[config.mk]
export PLATFORM = sky130hd
export DESIGN_NAME = ps2_rx_frontend
export DESIGN_NICKNAME = d
export VERILOG_FILES = /design/src/rtl/ps2_rx_frontend.sv
export SDC_FILE = /design/constraint.sdc
export NUM_CORES = 1
export LEC_CHECK = 0
export CORE_ASPECT_RATIO = 0.75
export CORE_MARGIN = 3
export CORE_UTILIZATION = 50
export CTS_CLUSTER_SIZE = 28
export DETAILED_ROUTE_END_ITERATION = 8
export GPL_ROUTABILITY_DRIVEN = 0
export PLACE_DENSITY = 0.79
export SYNTH_ARGS = -nofsm -noshare
export SYNTH_HDL_FRONTEND = slang
export SYNTH_SLANG_ARGS = --single-unit
[constraint.sdc]
create_clock -name clk -period 2.36 [get_ports clk]
set_input_delay 0.472 -clock clk [delete_from_list [all_inputs] [get_ports clk]]
set_output_delay 0.472 -clock clk [all_outputs]
set_load 0.01 [all_outputs]
[src/rtl/ps2_rx_frontend.sv]
// PS/2 device-to-host receiver: pin synchronisers, clock de-glitch filter, 11-bit frame FSM, show-ahead byte FIFO.
// Optional macro PS2_RX_TIMEOUT_EN adds an in-frame idle timeout that aborts with frame_err.
`timescale 1ns/1ps
module ps2_rx_frontend #(
  parameter int unsigned SYNC_STAGES    = 2,
  parameter int unsigned FILTER_LEN     = 4,
  parameter int unsigned FIFO_DEPTH     = 4,
  parameter int unsigned TIMEOUT_CYCLES = 100000
) (
  input  logic       clk,
  input  logic       rst,
  input  logic       ps2_clk,
  input  logic       ps2_data,
  input  logic       rd_en,
  output logic [7:0] data,
  output logic       valid,
  output logic       busy,
  output logic       parity_err,
  output logic       frame_err,
  output logic       overflow
);

  localparam int unsigned AW  = $clog2(FIFO_DEPTH);
  localparam int unsigned PW  = AW + 1;
  localparam int unsigned FCW = $clog2(FILTER_LEN + 1);
  localparam int unsigned BCW = 4;

  if (SYNC_STAGES < 2 || FIFO_DEPTH < 2 || (FIFO_DEPTH & (FIFO_DEPTH - 1)) != 0 ||
      FILTER_LEN < 1 || TIMEOUT_CYCLES < 1) begin : g_param_check
    $error("ps2_rx_frontend: illegal parameter value");
  end

  typedef enum logic {IDLE, RECV} state_t;

  // Pin synchronisers, preset to the idle-high bus level
  logic [SYNC_STAGES-1:0] clk_sync_q;
  logic [SYNC_STAGES-1:0] data_sync_q;
  logic                   clk_s;
  logic                   data_s;

  always_ff @(posedge clk or posedge rst) begin
    if (rst) begin
      clk_sync_q  <= '1;
      data_sync_q <= '1;
    end else begin
      clk_sync_q  <= {clk_sync_q[SYNC_STAGES-2:0], ps2_clk};
      data_sync_q <= {data_sync_q[SYNC_STAGES-2:0], ps2_data};
    end
  end

  assign clk_s  = clk_sync_q[SYNC_STAGES-1];
  assign data_s = data_sync_q[SYNC_STAGES-1];

  // Glitch filter: follow the synchronised clock only after FILTER_LEN differing samples in a row
  logic           filt_q, filt_d;
  logic           filt_prev_q;
  logic [FCW-1:0] flt_cnt_q, flt_cnt_d;
  logic           fall_c;

  always_comb begin
    filt_d    = filt_q;
    flt_cnt_d = '0;
    if (clk_s != filt_q) begin
      if (flt_cnt_q == FCW'(FILTER_LEN - 1)) begin
        filt_d = clk_s;
      end else begin
        flt_cnt_d = flt_cnt_q + FCW'(1);
      end
    end
  end

  always_ff @(posedge clk or posedge rst) begin
    if (rst) begin
      filt_q      <= 1'b1;
      filt_prev_q <= 1'b1;
      flt_cnt_q   <= '0;
    end else begin
      filt_q      <= filt_d;
      filt_prev_q <= filt_q;
      flt_cnt_q   <= flt_cnt_d;
    end
  end

  assign fall_c = filt_prev_q & ~filt_q;

  // FIFO status, needed by the frame FSM for the overflow decision
  logic [7:0]    mem_q [FIFO_DEPTH];
  logic [PW-1:0] wr_ptr_q, rd_ptr_q;
  logic          empty_c, full_c, pop_c, push_c;

  assign empty_c = (wr_ptr_q == rd_ptr_q);
  assign full_c  = (wr_ptr_q[AW-1:0] == rd_ptr_q[AW-1:0]) && (wr_ptr_q[PW-1] != rd_ptr_q[PW-1]);
  assign pop_c   = rd_en && !empty_c;

  // Frame FSM: shift_q holds bits 1..9, so [7:0] is the byte and [8] the parity bit
  state_t         state_q, state_d;
  logic [BCW-1:0] bit_cnt_q, bit_cnt_d;
  logic [8:0]     shift_q, shift_d;
  logic           par_err_q, par_err_d;
  logic           frm_err_q, frm_err_d;
  logic           ovf_q, ovf_d;
  logic           timeout_c;

`ifdef PS2_RX_TIMEOUT_EN
  localparam int unsigned TOW = $clog2(TIMEOUT_CYCLES + 1);
  logic [TOW-1:0] to_cnt_q, to_cnt_d;

  always_comb begin
    to_cnt_d = '0;
    if (!fall_c && state_q == RECV) begin
      to_cnt_d = to_cnt_q + TOW'(1);
    end
  end

  always_ff @(posedge clk or posedge rst) begin
    if (rst) begin
      to_cnt_q <= '0;
    end else begin
      to_cnt_q <= to_cnt_d;
    end
  end

  assign timeout_c = (state_q == RECV) && !fall_c && (to_cnt_q == TOW'(TIMEOUT_CYCLES));
`else
  assign timeout_c = 1'b0;
`endif

  always_comb begin
    state_d   = state_q;
    bit_cnt_d = bit_cnt_q;
    shift_d   = shift_q;
    push_c    = 1'b0;
    par_err_d = 1'b0;
    frm_err_d = 1'b0;
    ovf_d     = 1'b0;
    case (state_q)
      IDLE: begin
        if (fall_c && !data_s) begin
          bit_cnt_d = BCW'(1);
          state_d   = RECV;
        end
      end
      RECV: begin
        if (timeout_c) begin
          state_d   = IDLE;
          frm_err_d = 1'b1;
        end else if (fall_c) begin
          if (bit_cnt_q == BCW'(10)) begin
            state_d = IDLE;
            if (!data_s) begin
              frm_err_d = 1'b1;
            end else if (!(^shift_q)) begin
              par_err_d = 1'b1;
            end else if (full_c && !pop_c) begin
              ovf_d = 1'b1;
            end else begin
              push_c = 1'b1;
            end
          end else begin
            shift_d   = {data_s, shift_q[8:1]};
            bit_cnt_d = bit_cnt_q + BCW'(1);
          end
        end
      end
      default: state_d = IDLE;
    endcase
  end

  always_ff @(posedge clk or posedge rst) begin
    if (rst) begin
      state_q   <= IDLE;
      bit_cnt_q <= '0;
      shift_q   <= '0;
      par_err_q <= 1'b0;
      frm_err_q <= 1'b0;
      ovf_q     <= 1'b0;
    end else begin
      state_q   <= state_d;
      bit_cnt_q <= bit_cnt_d;
      shift_q   <= shift_d;
      par_err_q <= par_err_d;
      frm_err_q <= frm_err_d;
      ovf_q     <= ovf_d;
    end
  end

  // Byte storage needs no reset: the head is masked while the FIFO is empty
  always_ff @(posedge clk) begin
    if (push_c) begin
      mem_q[wr_ptr_q[AW-1:0]] <= shift_q[7:0];
    end
  end

  always_ff @(posedge clk or posedge rst) begin
    if (rst) begin
      wr_ptr_q <= '0;
      rd_ptr_q <= '0;
    end else begin
      if (push_c) wr_ptr_q <= wr_ptr_q + PW'(1);
      if (pop_c)  rd_ptr_q <= rd_ptr_q + PW'(1);
    end
  end

  assign valid      = !empty_c;
  assign data       = empty_c ? 8'h00 : mem_q[rd_ptr_q[AW-1:0]];
  assign busy       = (state_q == RECV);
  assign parity_err = par_err_q;
  assign frame_err  = frm_err_q;
  assign overflow   = ovf_q;

endmodule
==> results of run 1 <==
[final cells by class]
type,instances,area [um2]
Tap cell,72,90.1
Fill cell,355,1770
Sequential cell,64,1770
Clock buffer,9,124
Clock inverter,6,85.1
Multi-Input combinational cell,95,943
Timing Repair Buffer,26,256
Inverter,7,26.3
[cell usage after synthesis (all sizes together), types with 4 or more instances]
cell type / n / area, um2
inv: 7 / 26.3
nand3: 4 / 25.0
nor3: 4 / 25.0
nor2b: 13 / 81.3
mux4: 8 / 180
o21ai: 5 / 25.0
xnor2: 10 / 125
mux2: 11 / 128
edfxtp: 32 / 961
dfstp: 6 / 158
dfrtp: 26 / 651
nand2: 7 / 26.3
xor2: 4 / 35.0
ha: 8 / 100
[report_power, final]
| group | switching (mW) | internal, mW |
|---|---|---|
| registers | 0.253 | 1.43 |
| logic | 0.760 | 0.959 |
| clock network | 0.404 | 0.584 |
[cell families after synthesis]
| kind of cell | Yosys count |
|---|---|
| DFF | 64 |
| and+or+nand+nor | 40 |
| muxes | 19 |
| xor gates and xnor gates | 15 |
| AOI/OAI and AO/OA | 13 |
| buffers and inverters | 10 |
| adders and majority gates | 8 |
[timing repair]
action                     4_1_cts  5_1_grt
buffers inserted                 1        1
setup endpoints to repair        9       32
gates resized for setup         13       13
[through the flow]
stage	utilization	power, mW	cell area [um2]	TNS, ns
3_3_place_gp	0.602	3.34	3050	0
2_1_floorplan	-	2.89	2730	0
6_report	0.651	4.39	3300	0
4_1_cts	0.646	4.38	3270	0
5_1_grt	0.651	4.66	3300	-0.0159
3_5_place_dp	0.602	3.42	3050	0
[layout by cell type (no fill, tap or decap), types with 3 or more instances in the layout]
master	netlist	final
clkdlybuf4s50_1	0	8
mux4_2	8	8
xnor2_1	8	6
dfrtp_1	26	24
dfstp_2	6	6
ha_1	8	8
inv_1	7	7
edfxtp_1	32	32
nor3_1	3	3
and2_2	0	3
o21ai_1	4	4
buf_4	0	7
mux2_1	9	9
clkbuf_8	0	9
xor2_1	4	4
nor2_1	3	3
nand3_1	3	3
clkdlybuf4s15_1	0	7
nand2_1	7	7
nor2b_1	13	12
[critical path: cells and delay by family (launching register included)]
| family | cells | cell delay (ns) |
|---|---|---|
| DFF | 1 | 0.44 |
| muxes | 1 | 0.50 |
| buffers and inverters | 3 | 0.39 |
| and+or+nand+nor | 1 | 0.14 |
[flip-flops by register name (all words and copies together), names as in the netlist]
signal and cells:
parity_err 1, filt_prev_q 1, busy 1, frame_err 1, flt_cnt_q 3, shift_q 9, bit_cnt_q 4, rd_ptr_q 3
wr_ptr_q 3, clk_sync_q 2, data_sync_q 2, filt_q 1, mem_q 32, overflow 1
[worst max-delay path by stage]
| stage | startpoint | end | slack, ns | depth (start not counted) |
|---|---|---|---|---|
| after floorplan | shift_q[3]$_DFFE_PP0P_ | mem_q[2][0]$_DFFE_PP_ | 0.25 | 5 |
| after global placement | shift_q[3]$_DFFE_PP0P_ | mem_q[0][3]$_DFFE_PP_ | 0.08 | 5 |
| after detailed placement | shift_q[6]$_DFFE_PP0P_ | mem_q[0][6]$_DFFE_PP_ | 0.02 | 5 |
| after CTS | rd_ptr_q[0]$_DFFE_PP0P_ | data[1] | 0.003 | 4 |
| after global routing | rd_ptr_q[0]$_DFFE_PP0P_ | data[1] | -0.02 | 5 |
| final | rd_ptr_q[0]$_DFFE_PP0P_ | data[1] | 0.08 | 5 |
[layer usage]
metal  GRT usage  up-vias  wire length, um
met5           0        -                0
li1            -      678                -
met1       0.184      747             1890
met3      0.0646       14              218
met4      0.0769        0              111
met2       0.272       31             2350
==> impl_metrics.toml, run 1 <==
[setup_path]
worstPathRequired_ns = 1.89
slowest_delay_ns = 0.50
reg2reg_depth = 5
worstSetupEndpointType = "output port"
rr_startpoint = "shift_q[3]$_DFFE_PP0P_"
cp.arrival_ns = 1.80
critPathKind = "flop to output port"
reg2reg_slack_ns = 0.17
r2r_end = "mem_q[0][7]$_DFFE_PP_"
worstPathMaxFanout = 8
cp_slowest_cell = "mux4_2"
worstPathCellList = "buf_12 -> buf_4 -> mux4_2 -> nor2b_4 -> clkbuf_2"
crit_path_start_kind = "flop"

[pwr]
ir_worst_vdd_uv = 651
p_leak_nw = 1.30
powerDensity_nw_per_um2 = 1330

[clock_tree]
cts_buffers = 9
h-tree-depth = 3
hold_buffers = 0
cts-root-buf = "clkbuf_8"
numClockSinks = 64
cts_tree = "done"
cts_buffer_depth = 2
clock_latency_ns = 0.34
cts.clk_slew.worst_paths_ns = 0.06

[timing]
tightest_slew_ns = 0.483
setup_viol = 0
period_needed_ns = 2.28
fin_ws_ns = 0.0843
max_freq_mhz = 439
final_hold_viol_count = 0
relSlewSlack = 0.677
finalMaxSlewViolations = 0
fin_hold_ws_ns = 0.357
period_share = 0.964
clock_skew_ns = 0.00825

[synthesis]
synth_edf_count = 32
ys_async_sr_fraction = 0.500
synth_top_family_by_area = "multiplexers"
ys_types = 37
synth_nets = 182
synth_xor_area_frac = 0.0675
avgSynthCellArea_um2 = 16.1
yosys.area_share.simple = 0.0895
synth_compound_area_frac = 0.0298
synth-seq-cells = 64
seq_area_frac_synth = 0.649
synth_area_um2 = 2730
syn_inst = 169
synthMuxAreaShare = 0.113
ys_warn_count = 0
synth_fa_ha_area_frac = 0.0367
synthFlopType = "edfxtp_1"

[floorplanning]
num_rows = 22
die_area_um2 = 6380
start_util = 0.538
io_pins = 18
core-area_um2 = 5060
fp.dieH_um = 70.0
die_w_um = 91.3

[hold_path]
hold_path.class = "flop to flop"
min_to = "clk_sync_q[1]$_DFF_PP1_"
hold_start = "clk_sync_q[0]$_DFF_PP1_"
hold_depth = 0

[run_status]
status = "finished clean"

[drt]
post_drt_wl_per_cell_um = 16.4
antenna_left = 0
route.detailed.drc = 0
wl_mm = 4.56
drt_iter0_markers = 116
first_pass_iters = 4
vias = 1470
vias_per_cell = 5.27

[global_route]
antenna_found_initial = 0
grt_max_degree = 25
grt_first_pass_wirelength_mm = 7.77
grt_usage = 0.163
grt_pass1_vias = 1579
globalRoute.totalOverflow = 0

[layout]
drive_above_1_share = 0.266
area_growth_pct = 20.9
final_cell_count_no_fill = 279
nets = 216
n_antenna_cell = 0

[placement]
portBuffers = 17
dp_slack_ns = 0.0156
hpwlAfterDp_mm = 3.15
dp.cells = 262

[job]
maxCapViolCount = 0
(Power assumes the default switching activity.)
==> run 2, diff against run 1 <==
--- a/config.mk
+++ b/config.mk
@@ -8,10 +8,11 @@
 export CORE_ASPECT_RATIO = 0.75
 export CORE_MARGIN = 3
 export CORE_UTILIZATION = 50
+export CTS_CLUSTER_DIAMETER = 40
 export CTS_CLUSTER_SIZE = 28
 export DETAILED_ROUTE_END_ITERATION = 8
 export GPL_ROUTABILITY_DRIVEN = 0
-export PLACE_DENSITY = 0.79
+export PLACE_DENSITY = 0.69
 export SYNTH_ARGS = -nofsm -noshare
 export SYNTH_HDL_FRONTEND = slang
 export SYNTH_SLANG_ARGS = --single-unit
==> run 2 against run 1 <==
Compared with the run above: register-to-register slack is essentially flat; worst setup slack worse by 0.018 ns; sequential power barely moved; power fell by 2.5%; clock power decreased by 14%; largest cell class unchanged.
==> impl_metrics.toml, run 2 (same netlist as run 1, synthesis figures left out) <==
[timing]
fin_hold_ws_ns = 0.355
clock_skew_ns = 0.00815
rsz0062_at_grt = "false"
setup_viol = 0
finalMaxSlewViolations = 0
tightest_slew_ns = 0.462
max_freq_mhz = 436
fin_ws_ns = 0.0662
final_hold_viol_count = 0
period_needed_ns = 2.29
relSlewSlack = 0.691
period_share = 0.972

[setup_path]
reg2reg_slack_ns = 0.16
cp_slowest_cell = "mux4_2"
cp.arrival_ns = 1.82
rr_startpoint = "shift_q[3]$_DFFE_PP0P_"
worstPathCellList = "buf_12 -> mux4_2 -> nor2b_1 -> dlygate4sd2_1"
worstPathMaxFanout = 6
critPathKind = "flop to output port"
reg2reg_depth = 5
worstPathRequired_ns = 1.89
slowest_delay_ns = 0.49
r2r_end = "mem_q[2][5]$_DFFE_PP_"
worstSetupEndpointType = "output port"
crit_path_start_kind = "flop"

[drt]
drt_iter0_markers = 62
wl_met2_mm = 2.27
vias_per_cell = 5.06
wl_met3_um = 260
first_pass_iters = 4
highest_layer = "met4"
vias = 1436
wl_met1_mm = 2.04
route.detailed.drc = 0
wl_mm = 4.63
post_drt_wl_per_cell_um = 16.3
antenna_left = 0

[layout]
fillers = 382
mostFrequentLayoutCells = "edfxtp_1, dfrtp_1, nor2b_1"
multi_input_area_um2 = 936
final_util = 0.648
final-seq-area_um2 = 1770
n_antenna_cell = 0
final_common_cell = "edfxtp_1"
drive_above_1_share = 0.264
nets = 220
area_growth_pct = 20.5
largest_register_ffs = 32

[floorplanning]
core-area_um2 = 5060
num_rows = 22
io_pins = 18
die_w_um = 91.3
fp.dieH_um = 70.0
die_area_um2 = 6380
start_util = 0.538

[global_route]
grt_max_degree = 33
antenna_found_initial = 0
globalRoute.totalOverflow = 0
grt_pass1_vias = 1596
grt_usage = 0.169
grt_first_pass_wirelength_mm = 8.09

[clock_tree]
numClockSinks = 64
cts_buffer_depth = 2
cts.clk_slew.worst_paths_ns = 0.07
cts_buffers = 9
cts-root-buf = "clkbuf_8"
clock_latency_ns = 0.32
cts_tree = "done"
hold_buffers = 0
h-tree-depth = 3

[placement]
hpwlAfterDp_mm = 3.15
portBuffers = 17
dp_slack_ns = -0.00789

[hold_path]
hold_path.class = "flop to flop"
hold_depth = 0
min_to = "clk_sync_q[1]$_DFF_PP1_"
hold_start = "clk_sync_q[0]$_DFF_PP1_"

[pwr]
finalPower_mw = 4.28
ir_worst_vdd_uv = 778
p_leak_nw = 1.31
powerDensity_nw_per_um2 = 1300

[run_status]
status = "finished clean"

[job]
maxCapViolCount = 0
-- run 2: stage by stage --
stage | cell area [um2] | setup TNS [ns] | cells
2_1_floorplan | 2730 | 0 | 169
4_1_cts | 3280 | 0 | 284
3_5_place_dp | 3080 | -0.0603 | 267
5_1_grt | 3280 | 0 | 284
6_report | 3280 | 0 | 284
3_3_place_gp | 3080 | 0 | 267
-- run 2: cell type report --
class | instances | area share
Sequential cell | 64 | 0.540
Tap cell | 72 | 0.0274
Timing Repair Buffer | 30 | 0.0846
Multi-Input combinational cell | 95 | 0.285
Inverter | 7 | 0.00800
Clock buffer | 11 | 0.0400
Clock inverter | 5 | 0.0149
-- run 2: worst max-delay path by stage --
stage	from	slack, ns	endpoint	depth (start not counted)
after floorplan	shift_q[3]$_DFFE_PP0P_	0.25	mem_q[2][0]$_DFFE_PP_	5
after global placement	shift_q[2]$_DFFE_PP0P_	0.04	mem_q[2][0]$_DFFE_PP_	5
after detailed placement	shift_q[2]$_DFFE_PP0P_	-0.008	mem_q[2][0]$_DFFE_PP_	5
after CTS	rd_ptr_q[0]$_DFFE_PP0P_	0.05	data[1]	4
after global routing	rd_ptr_q[0]$_DFFE_PP0P_	0.0008	data[6]	4
final	rd_ptr_q[0]$_DFFE_PP0P_	0.07	data[0]	4
-- run 2: where the power goes --
group          switching [mW]  total [mW]  internal, mW
Combinational           0.783        1.75         0.970
Clock                   0.374       0.853         0.479
Sequential              0.240        1.67          1.43
Total                    1.40        4.28          2.88
-- run 2: routing by layer --
layer,global-route usage,up-vias
met5,0,-
met3,0.0538,4
met4,0.0602,0
li1,-,681
met2,0.267,31
met1,0.223,720
-- run 2: timing repair --
item / CTS / global route
gates resized for setup: 17 / 3
endpoints found under the setup margin: 17 / 25
gates cloned: 0 / 0
pin swaps: 1 / 0
buffers inserted: 1 / 0
-- run 2: worst max-delay path: cells and delay by family (launching register included) --
family / cells / cell delay (ns)
multiplexers: 1 / 0.49
AND/OR/NAND/NOR: 1 / 0.14
flip-flops: 1 / 0.44
buffers and inverters: 2 / 0.43
==> run 3, diff against run 2 <==
--- a/config.mk
+++ b/config.mk
@@ -7,12 +7,12 @@
 export LEC_CHECK = 0
 export CORE_ASPECT_RATIO = 0.75
 export CORE_MARGIN = 3
-export CORE_UTILIZATION = 50
+export CORE_UTILIZATION = 45
 export CTS_CLUSTER_DIAMETER = 40
 export CTS_CLUSTER_SIZE = 28
 export DETAILED_ROUTE_END_ITERATION = 8
 export GPL_ROUTABILITY_DRIVEN = 0
-export PLACE_DENSITY = 0.69
+export RECOVER_POWER = 100
 export SYNTH_ARGS = -nofsm -noshare
 export SYNTH_HDL_FRONTEND = slang
 export SYNTH_SLANG_ARGS = --single-unit
==> run 3 against run 2 <==
Compared with the run above: flip-flop and latch count is the same; sequential share of layout area shrank 0.39 points; maximum frequency grew 0.53%; critical endpoint is now data[7]; largest power group unchanged.
==> impl_metrics.toml, run 3 (same netlist as run 1, synthesis figures left out) <==
[run_status]
status = "finished clean"

[layout]
fin_area_um2 = 3310
n_antenna_cell = 0
nets = 225
largest_register_ffs = 32
final_common_cell = "edfxtp_1"
area_growth_pct = 21.3
drive_above_1_share = 0.269
mostFrequentLayoutCells = "edfxtp_1, dfrtp_1, nor2b_1"

[setup_path]
worstPathRequired_ns = 1.89
critPathKind = "flop to output port"
worstSetupEndpointType = "output port"
cp.arrival_ns = 1.81
r2r_end = "mem_q[1][4]$_DFFE_PP_"
worstPathMaxFanout = 4
reg2reg_slack_ns = 0.10
reg2reg_depth = 6
crit_path_start_kind = "flop"
rr_startpoint = "shift_q[2]$_DFFE_PP0P_"

[global_route]
globalRoute.totalOverflow = 0
grt_first_pass_wirelength_mm = 7.44
grt_max_degree = 33
grt_usage = 0.151
antenna_found_initial = 0
grt_pass1_vias = 1477

[hold_path]
hold_start = "clk_sync_q[0]$_DFF_PP1_"
min_to = "clk_sync_q[1]$_DFF_PP1_"
hold_path.class = "flop to flop"
hold_depth = 0

[floorplanning]
start_util = 0.488
num_rows = 23
core-area_um2 = 5580
io_pins = 18
fp.dieH_um = 73.4
die_area_um2 = 7040
die_w_um = 95.9

[job]
maxCapViolCount = 0

[timing]
tns_ns = 0
tightest_slew_ns = 0.768
fin_ws_ns = 0.0782
rsz0062_at_grt = "false"
finalMaxSlewViolations = 0
period_share = 0.967
relSlewSlack = 0.488
setup_viol = 0
clock_skew_ns = 0.00572
period_needed_ns = 2.28
max_freq_mhz = 438
final_hold_viol_count = 0

[drt]
vias_per_cell = 4.97
vias = 1447
post_drt_wl_per_cell_um = 15.9
drt_iter0_markers = 71
wl_mm = 4.62
route.detailed.drc = 0
antenna_left = 0
first_pass_iters = 4

[placement]
portBuffers = 17
dp_slack_ns = -0.0441
dpl_cell_area_um2 = 3090
hpwlAfterDp_mm = 3.14

[clock_tree]
cts.clk_slew.worst_paths_ns = 0.06
cts-root-buf = "clkbuf_8"
clock_latency_ns = 0.33
cts_tree = "done"
cts_buffer_depth = 2
cts_buffers = 9
numClockSinks = 64
hold_buffers = 0
h-tree-depth = 3

[pwr]
powerDensity_nw_per_um2 = 1280
finalPower_mw = 4.23
p_leak_nw = 1.33
ir_worst_vdd_uv = 734
## run 3: worst max-delay path by stage
stage,startpoint,endpoint,slack (ns),depth (start not counted)
after floorplan,shift_q[3]$_DFFE_PP0P_,mem_q[2][0]$_DFFE_PP_,0.25,5
after global placement,shift_q[2]$_DFFE_PP0P_,mem_q[2][7]$_DFFE_PP_,0.04,5
after detailed placement,shift_q[2]$_DFFE_PP0P_,mem_q[2][5]$_DFFE_PP_,-0.04,5
after CTS,wr_ptr_q[0]$_DFFE_PP0P_,data[1],-0.12,6
after global routing,rd_ptr_q[0]$_DFFE_PP0P_,data[7],0.007,5
final,rd_ptr_q[0]$_DFFE_PP0P_,data[7],0.08,5
## run 3: metrics by stage
stage                      util  instances  hold slack (ns)
after floorplan               -        169            0.345
after global placement    0.554        270            0.345
after detailed placement  0.554        270            0.347
after CTS                 0.592        288            0.357
after global routing      0.593        291            0.357
final                     0.593        291            0.356
## run 3: what timing repair did
action | 4_1_cts | 5_1_grt
endpoints found under the setup margin | 17 | 7
pin swaps | 0 | 2
setup buffers | 3 | 3
gates cloned | 0 | 0
resized for setup | 20 | 11
## run 3: layout make-up
class | count | area, um2
fill | 438 | 2270
sequential | 64 | 1770
multi-input combinational | 95 | 932
timing repair buffer | 35 | 305
clock buffer | 10 | 128
tap | 75 | 93.8
clock inverter | 5 | 48.8
inverter | 7 | 26.3
## run 3: where the power goes
part / leakage [nW] / switching [mW] / internal (mW)
logic: 0.563 / 0.759 / 0.946
registers: 0.676 / 0.235 / 1.43
clock network: 0.0933 / 0.386 / 0.473
total: 1.33 / 1.38 / 2.85
## run 3: routing by layer
metal / global-route usage / vias to the layer above / wire length [um]
met5: 0 / - / 0
met3: 0.0614 / 11 / 218
met4: 0.0757 / 0 / 89
met2: 0.221 / 23 / 2110
li1: - / 693 / -
met1: 0.195 / 720 / 2210
## run 3: worst max-delay path, stage by stage, from the launching register on
cell             delay [ns]
dfrtp_2                0.41
buf_6                  0.13
buf_4                  0.11
mux4_2                 0.47
nor2b_1                0.14
clkdlybuf4s15_1        0.22
